`src/rtl/analog_btn_decoder_if.sv`:
```
// Sample bus into the analog button decoder and its debounced button outputs.
interface analog_btn_decoder_if #(
  parameter int NCH = 2,
  parameter int DW  = 16
);
  logic                  sample_valid;
  logic [NCH*DW-1:0]     sample_data;
  logic [NCH-1:0]        BTN;
  logic                  btn_event;
  logic                  sat;

  modport master (output sample_valid, sample_data, input BTN, btn_event, sat);
  modport slave  (input sample_valid, sample_data, output BTN, btn_event, sat);
endinterface

```
`src/rtl/analog_btn_decoder.sv`:
```
// Hysteresis + debounce decoder turning NCH analog samples into button bits,
// with all-channel saturation masking.
module analog_btn_chan #(
  parameter int DW     = 16,
  parameter int TH_ON  = 1000,
  parameter int TH_OFF = 800,
  parameter int DEB    = 3
) (
  input  logic          clk,
  input  logic          rst,
  input  logic          en_i,
  input  logic [DW-1:0] smp_i,
  output logic          pressed_o
);
  typedef enum logic [1:0] {RELEASED, PRESS_PEND, PRESSED, RELEASE_PEND} st_e;

  localparam logic [DW-1:0] TON  = DW'(TH_ON);
  localparam logic [DW-1:0] TOFF = DW'(TH_OFF);
  localparam logic [7:0]    DEB8 = 8'(DEB);

  st_e        st_q, st_d;
  logic [7:0] cnt_q, cnt_d;
  logic       press, rel;
  logic [7:0] cnt_inc;

  // Samples inside [TH_OFF, TH_ON] qualify for neither direction.
  assign press   = smp_i > TON;
  assign rel     = smp_i < TOFF;
  assign cnt_inc = cnt_q + 8'd1;

  always_comb begin
    st_d  = st_q;
    cnt_d = cnt_q;
    if (en_i) begin
      case (st_q)
        RELEASED: if (press) begin
          cnt_d = 8'd1;
          st_d  = (DEB == 1) ? PRESSED : PRESS_PEND;
        end
        PRESS_PEND: if (press) begin
          cnt_d = cnt_inc;
          if (cnt_inc == DEB8) st_d = PRESSED;
        end else begin
          st_d  = RELEASED;
          cnt_d = 8'd0;
        end
        PRESSED: if (rel) begin
          cnt_d = 8'd1;
          st_d  = (DEB == 1) ? RELEASED : RELEASE_PEND;
        end
        RELEASE_PEND: if (rel) begin
          cnt_d = cnt_inc;
          if (cnt_inc == DEB8) st_d = RELEASED;
        end else begin
          st_d  = PRESSED;
          cnt_d = 8'd0;
        end
        default: begin
          st_d  = RELEASED;
          cnt_d = 8'd0;
        end
      endcase
    end
  end

  always_ff @(posedge clk or posedge rst) begin
    if (rst) begin
      st_q  <= RELEASED;
      cnt_q <= 8'd0;
    end else begin
      st_q  <= st_d;
      cnt_q <= cnt_d;
    end
  end

  assign pressed_o = (st_q == PRESSED) || (st_q == RELEASE_PEND);
endmodule

module analog_btn_decoder #(
  parameter int NCH      = 2,
  parameter int DW       = 16,
  parameter int TH_ON    = 1000,
  parameter int TH_OFF   = 800,
  parameter int TH_SAT   = 2000,
  parameter int SAT_MODE = 1,
  parameter int DEB      = 3
) (
  input  logic                 CLK100MHZ,
  input  logic                 rst,
  analog_btn_decoder_if.slave  bus
);
  localparam logic [DW-1:0] TSAT = DW'(TH_SAT);

  logic [NCH-1:0] over_sat, pressed;
  logic [NCH-1:0] btn_q, btn_d;
  logic           ev_q, ev_d, sat_q, sat_d;
  logic           sat_smp, en;

  // A saturated frame freezes every channel; only the sat flag moves.
  assign sat_smp = (SAT_MODE != 0) && (&over_sat);
  assign en      = bus.sample_valid && !sat_smp;

  for (genvar g = 0; g < NCH; g++) begin : g_ch
    assign over_sat[g] = bus.sample_data[g*DW +: DW] > TSAT;
    analog_btn_chan #(
      .DW(DW), .TH_ON(TH_ON), .TH_OFF(TH_OFF), .DEB(DEB)
    ) u_ch (
      .clk       (CLK100MHZ),
      .rst       (rst),
      .en_i      (en),
      .smp_i     (bus.sample_data[g*DW +: DW]),
      .pressed_o (pressed[g])
    );
  end

  assign sat_d = bus.sample_valid ? sat_smp : sat_q;
  assign btn_d = pressed & ~{NCH{sat_q}};
  assign ev_d  = btn_d != btn_q;

  always_ff @(posedge CLK100MHZ or posedge rst) begin
    if (rst) begin
      btn_q <= '0;
      ev_q  <= 1'b0;
      sat_q <= 1'b0;
    end else begin
      btn_q <= btn_d;
      ev_q  <= ev_d;
      sat_q <= sat_d;
    end
  end

  assign bus.BTN       = btn_q;
  assign bus.btn_event = ev_q;
  assign bus.sat       = sat_q;
endmodule

```
`src/flat_wrapper.sv`:
```
// flat-port wrapper written by rule: the top's interface ports become plain ports
module analog_btn_decoder_flat 
#(
  parameter int NCH      = 2,
  parameter int DW       = 16,
  parameter int TH_ON    = 1000,
  parameter int TH_OFF   = 800,
  parameter int TH_SAT   = 2000,
  parameter int SAT_MODE = 1,
  parameter int DEB      = 3
)
  (CLK100MHZ, rst, bus_sample_valid, bus_sample_data, bus_BTN, bus_btn_event, bus_sat);
  analog_btn_decoder_if #(.NCH(NCH), .DW(DW)) bus_i ();
  input  logic CLK100MHZ;
  input  logic rst;
  input wire logic [$bits(bus_i.sample_valid)-1:0] bus_sample_valid;
  input wire logic [$bits(bus_i.sample_data)-1:0] bus_sample_data;
  output wire logic [$bits(bus_i.BTN)-1:0] bus_BTN;
  output wire logic [$bits(bus_i.btn_event)-1:0] bus_btn_event;
  output wire logic [$bits(bus_i.sat)-1:0] bus_sat;
  assign bus_i.sample_valid = bus_sample_valid;
  assign bus_i.sample_data = bus_sample_data;
  assign bus_BTN = bus_i.BTN;
  assign bus_btn_event = bus_i.btn_event;
  assign bus_sat = bus_i.sat;
  analog_btn_decoder #(.NCH(NCH), .DW(DW), .TH_ON(TH_ON), .TH_OFF(TH_OFF), .TH_SAT(TH_SAT), .SAT_MODE(SAT_MODE), .DEB(DEB)) u_core (.CLK100MHZ(CLK100MHZ), .rst(rst), .bus(bus_i));
endmodule
```
`config.mk`:
```
export PLATFORM = sky130hd
export DESIGN_NAME = analog_btn_decoder_flat
export DESIGN_NICKNAME = d
export VERILOG_FILES = /design/src/rtl/analog_btn_decoder_if.sv /design/src/rtl/analog_btn_decoder.sv /design/src/flat_wrapper.sv
export SDC_FILE = /design/constraint.sdc
export NUM_CORES = 1
export LEC_CHECK = 0
export ABC_AREA = 1
export CAP_MARGIN = 15
export CORE_MARGIN = 2
export CORE_UTILIZATION = 46
export DETAILED_ROUTE_END_ITERATION = 16
export PLACE_DENSITY = 0.76
export SYNTH_ARGS = -nofsm -noshare
export SYNTH_HDL_FRONTEND = slang
export SYNTH_SLANG_ARGS = --single-unit
```
`constraint.sdc`:
```
create_clock -name CLK100MHZ -period 1.67 [get_ports CLK100MHZ]
set_clock_uncertainty 0.2 [all_clocks]
set_input_delay 0.167 -clock CLK100MHZ [delete_from_list [all_inputs] [get_ports CLK100MHZ]]
set_output_delay 0.167 -clock CLK100MHZ [all_outputs]
set_load 0.05 [all_outputs]
```
==> load_flow_metrics.sql <==
INSERT INTO impl_metrics (metric_group, metric, value, unit) VALUES
('die', 'start_util', '0.488', ''),
('yosys', 'synth.avg_cell_area', '6.12', 'um^2'),
('sta', 'rsz_0062_raised_after_global_routing', 'yes', ''),
('critical_path', 'rr_endpoint', 'u_core.g_ch[1].u_ch.st_q[0]', ''),
('route', 'wire_per_inst', '10.9', 'um'),
('critical_path', 'endpoint_kind', 'flop', ''),
('yosys', 'yosysUniqueCellTypes', '21', ''),
('critical_path', 'crit_path_top_delay_cell', 'sky130_fd_sc_hd__dfrtp_1', ''),
('sta', 'fmax', '0.580', 'GHz'),
('route', 'viasPerCell', '4.96', ''),
('route', 'count_of_unresolved_drc_violations_after_routing', '0', ''),
('finish', 'layout_commonest_cell', 'sky130_fd_sc_hd__nand2_1', ''),
('route', 'postRouteAntennaNets', '0', ''),
('status', 'failed_checks', 'negative setup slack', ''),
('power', 'total_leakage_power', '0.00160', 'uW'),
('critical_path', 'list_of_cells_traversed_by_the_critical_path', 'ha_4, nand3_4, o21ai_2, nand2_1, nor2_1, nand3_1, nand2_2, nand2_2, nand2_2, nand2_2', ''),
('route', 'final_routed_wirelength', '4.45', 'mm'),
('yosys', 'postSynthCellCount', '296', ''),
('finish', 'final_design_area_no_fill', '0.00279', 'mm^2'),
('status', 'run_status', 'finished with violations', ''),
('global_routing', 'global_route_wire_length_before_repair', '7.51', 'mm'),
('critical_path', 'worst_r2r_startpoint', 'u_core.g_ch[1].u_ch.cnt_q[0]', ''),
('finish', 'final_cell_mix', 'sky130_fd_sc_hd__nand2_1 (93), sky130_fd_sc_hd__nor2_1 (42), sky130_fd_sc_hd__dlymetal6s2s_1 (30), sky130_fd_sc_hd__inv_1 (28)', ''),
('placed_design', 'io_buffers', '38', ''),
('finish', 'diodes', '0', ''),
('yosys', 'seq_area_frac_synth', '0.331', ''),
('critical_path', 'crit_path_start_kind', 'flop', ''),
('power', 'p_clk_frac', '0.176', ''),
('global_routing', 'grt_max_degree', '25', ''),
('yosys', 'yosysTopAreaCellShare', '0.331', ''),
('critical_path', 'critical-path-top-delay-family', 'simple AND/OR/NAND/NOR gates', ''),
('die', 'floorplan.io_pins', '39', ''),
('global_routing', 'total_global_route_track_usage', '0.217', ''),
('worst_hold_path', 'worst_hold_path_type', 'in2async', ''),
('sta', 'timing.final.setup_violations', '4', ''),
('yosys', 'synth_edf_count', '0', ''),
('yosys', 'async_flop_share', '1.00', ''),
('run', 'max-cap-violations', '0', ''),
('critical_path', 'crit_path_frequent_cell', 'sky130_fd_sc_hd__nand2_2', ''),
('yosys', 'netlist_top_cells_area', 'sky130_fd_sc_hd__dfrtp_1 (33%), sky130_fd_sc_hd__nand2_1 (23%), sky130_fd_sc_hd__nor2_1 (11%)', ''),
('route', 'dr.first_iter.drc_count', '90', ''),
('clock_network', 'worst_skew_pair.late_latency', '260', 'ps'),
('critical_path', 'cp.arrival', '1690', 'ps'),
('sta', 'hold_violations', '0', ''),
('global_routing', 'number_of_antenna_violations_at_the_first_check_in_global_routing', '0', ''),
('clock_network', 'cts_buffers', '3', ''),
('power', 'switching_power', '749', 'uW'),
('die', 'chipHeight', '66.8', 'um'),
('critical_path', 'worst-path-buf-inv', '0', ''),
('yosys', 'dominantRegCellSynth', 'sky130_fd_sc_hd__dfrtp_1', ''),
('route', 'drt-pass1-iter-count', '4', ''),
('finish', 'post_route_cells_drive_above_1_share', '0.268', ''),
('die', 'die_width', '66.8', 'um'),
('power', 'p_int', '1230', 'uW'),
('sta', 'max-slew-margin-rel', '0.797', ''),
('critical_path', 'worst-endpoint-required', '1640', 'ps'),
('power', 'worst_ir_drop_vdd', '0.329', 'mV'),
('power', 'power.density_cell_area', '709', 'mW/mm^2'),
('placed_design', 'placement.cell_area', '0.00238', 'mm^2'),
('yosys', 'synth_area', '0.00181', 'mm^2'),
('critical_path', 'cp-startpoint', 'u_core.g_ch[1].u_ch.cnt_q[0]', ''),
('clock_network', 'clock_path_buffers', '2', ''),
('clock_network', 'cts_sinks', '24', ''),
('global_routing', 'grt_pass1_vias', '1893', ''),
('finish', 'seq_area', '604', 'um^2'),
('critical_path', 'setup.worst_path.class', 'reg2reg', ''),
('placed_design', 'detailed_place_hpwl', '3.11', 'mm'),
('sta', 'finalWorstSetupSlack', '-52.8', 'ps'),
('route', 'routed-via-count', '2032', ''),
('clock_network', 'clk_pin_slew_worst_paths', '90', 'ps'),
('clock_network', 'tritoncts', 'built', '');
-- power groups by stage --
stage | Clock [uW] | Sequential, uW | Combinational, uW
finish | 348 | 777 | 853
global placement | 0 | 756 | 707
CTS | 352 | 760 | 796
floorplan | 0 | 773 | 401
global route | 380 | 792 | 966
detailed placement | 0 | 759 | 717
-- cell type report --
class                      instances  area share
clock buffer                       3      0.0148
timing repair buffer              65       0.246
inverter                          35      0.0498
multi-input combinational        235       0.451
tap                               48      0.0215
sequential                        24       0.216
-- worst min-delay path: cells and delay by family --
family                 cells  cell delay, ps
buffers and inverters      3             730
-- cells by family after synthesis --
group | count (synthesis) | synth area share
flops | 24 | 0.331
xor+xnor | 5 | 0.0242
buf+inv | 37 | 0.0849
fa+ha+maj | 4 | 0.0276
compound gates | 13 | 0.0359
simple gates | 213 | 0.496
-- cell usage after synthesis (3+ instances only) --
master and instances:
sky130_fd_sc_hd__nand3_1 29, sky130_fd_sc_hd__nand4_1 5, sky130_fd_sc_hd__inv_1 34, sky130_fd_sc_hd__nor2_1 52, sky130_fd_sc_hd__ha_1 4, sky130_fd_sc_hd__xnor2_1 3, sky130_fd_sc_hd__dfrtp_1 24, sky130_fd_sc_hd__nand2_2 4
sky130_fd_sc_hd__o21ai_0 11, sky130_fd_sc_hd__nand2_1 112, sky130_fd_sc_hd__nor2_2 3
-- state kept, by name, summed over array words and instances, names as in the netlist --
name and count:
u_core.g_ch.u_ch.cnt_q 16, u_core.g_ch.u_ch.st_q 4, u_core.bus.sat 1, u_core.bus.btn_event 1
u_core.bus.BTN 2
-- routing by layer --
layer,GRT usage,wire (um),up-vias
met5,0,0,-
met4,0.0765,55,0
met3,0.0355,184,5
met2,0.381,2280,51
met1,0.268,1940,926
li1,-,-,1050
-- stage by stage --
step	hold slack [ps]	util	power [uW]	setup TNS [ps]
after global placement	288	0.639	1460	-5460
after CTS	53.3	0.688	1910	-98.5
final	36.9	0.751	1980	-131
after global routing	62.2	0.751	2140	-777
after detailed placement	292	0.639	1480	-6090
after floorplan	-18.4	-	1170	0
-- what timing repair did --
action                     in CTS  in global routing
setup buffers                   4                  4
pin swaps                      21                 42
gates resized for setup        37                 67
setup endpoints to repair      19                 20
-- worst min path at each step --
stage	to	depth (start not counted)	slack [ps]	startpoint
3_5_place_dp	u_core.g_ch[1].u_ch.st_q[0]	2	290	u_core.g_ch[1].u_ch.st_q[0]
4_1_cts	u_core.bus.btn_event	3	50	rst
3_3_place_gp	u_core.g_ch[0].u_ch.cnt_q[7]	2	290	u_core.g_ch[0].u_ch.cnt_q[7]
6_report	u_core.bus.btn_event	3	40	rst
2_1_floorplan	u_core.bus.BTN[0]	1	-20	rst
5_1_grt	u_core.bus.btn_event	3	60	rst
No activity file was read; power rests on OpenSTA's default activity.
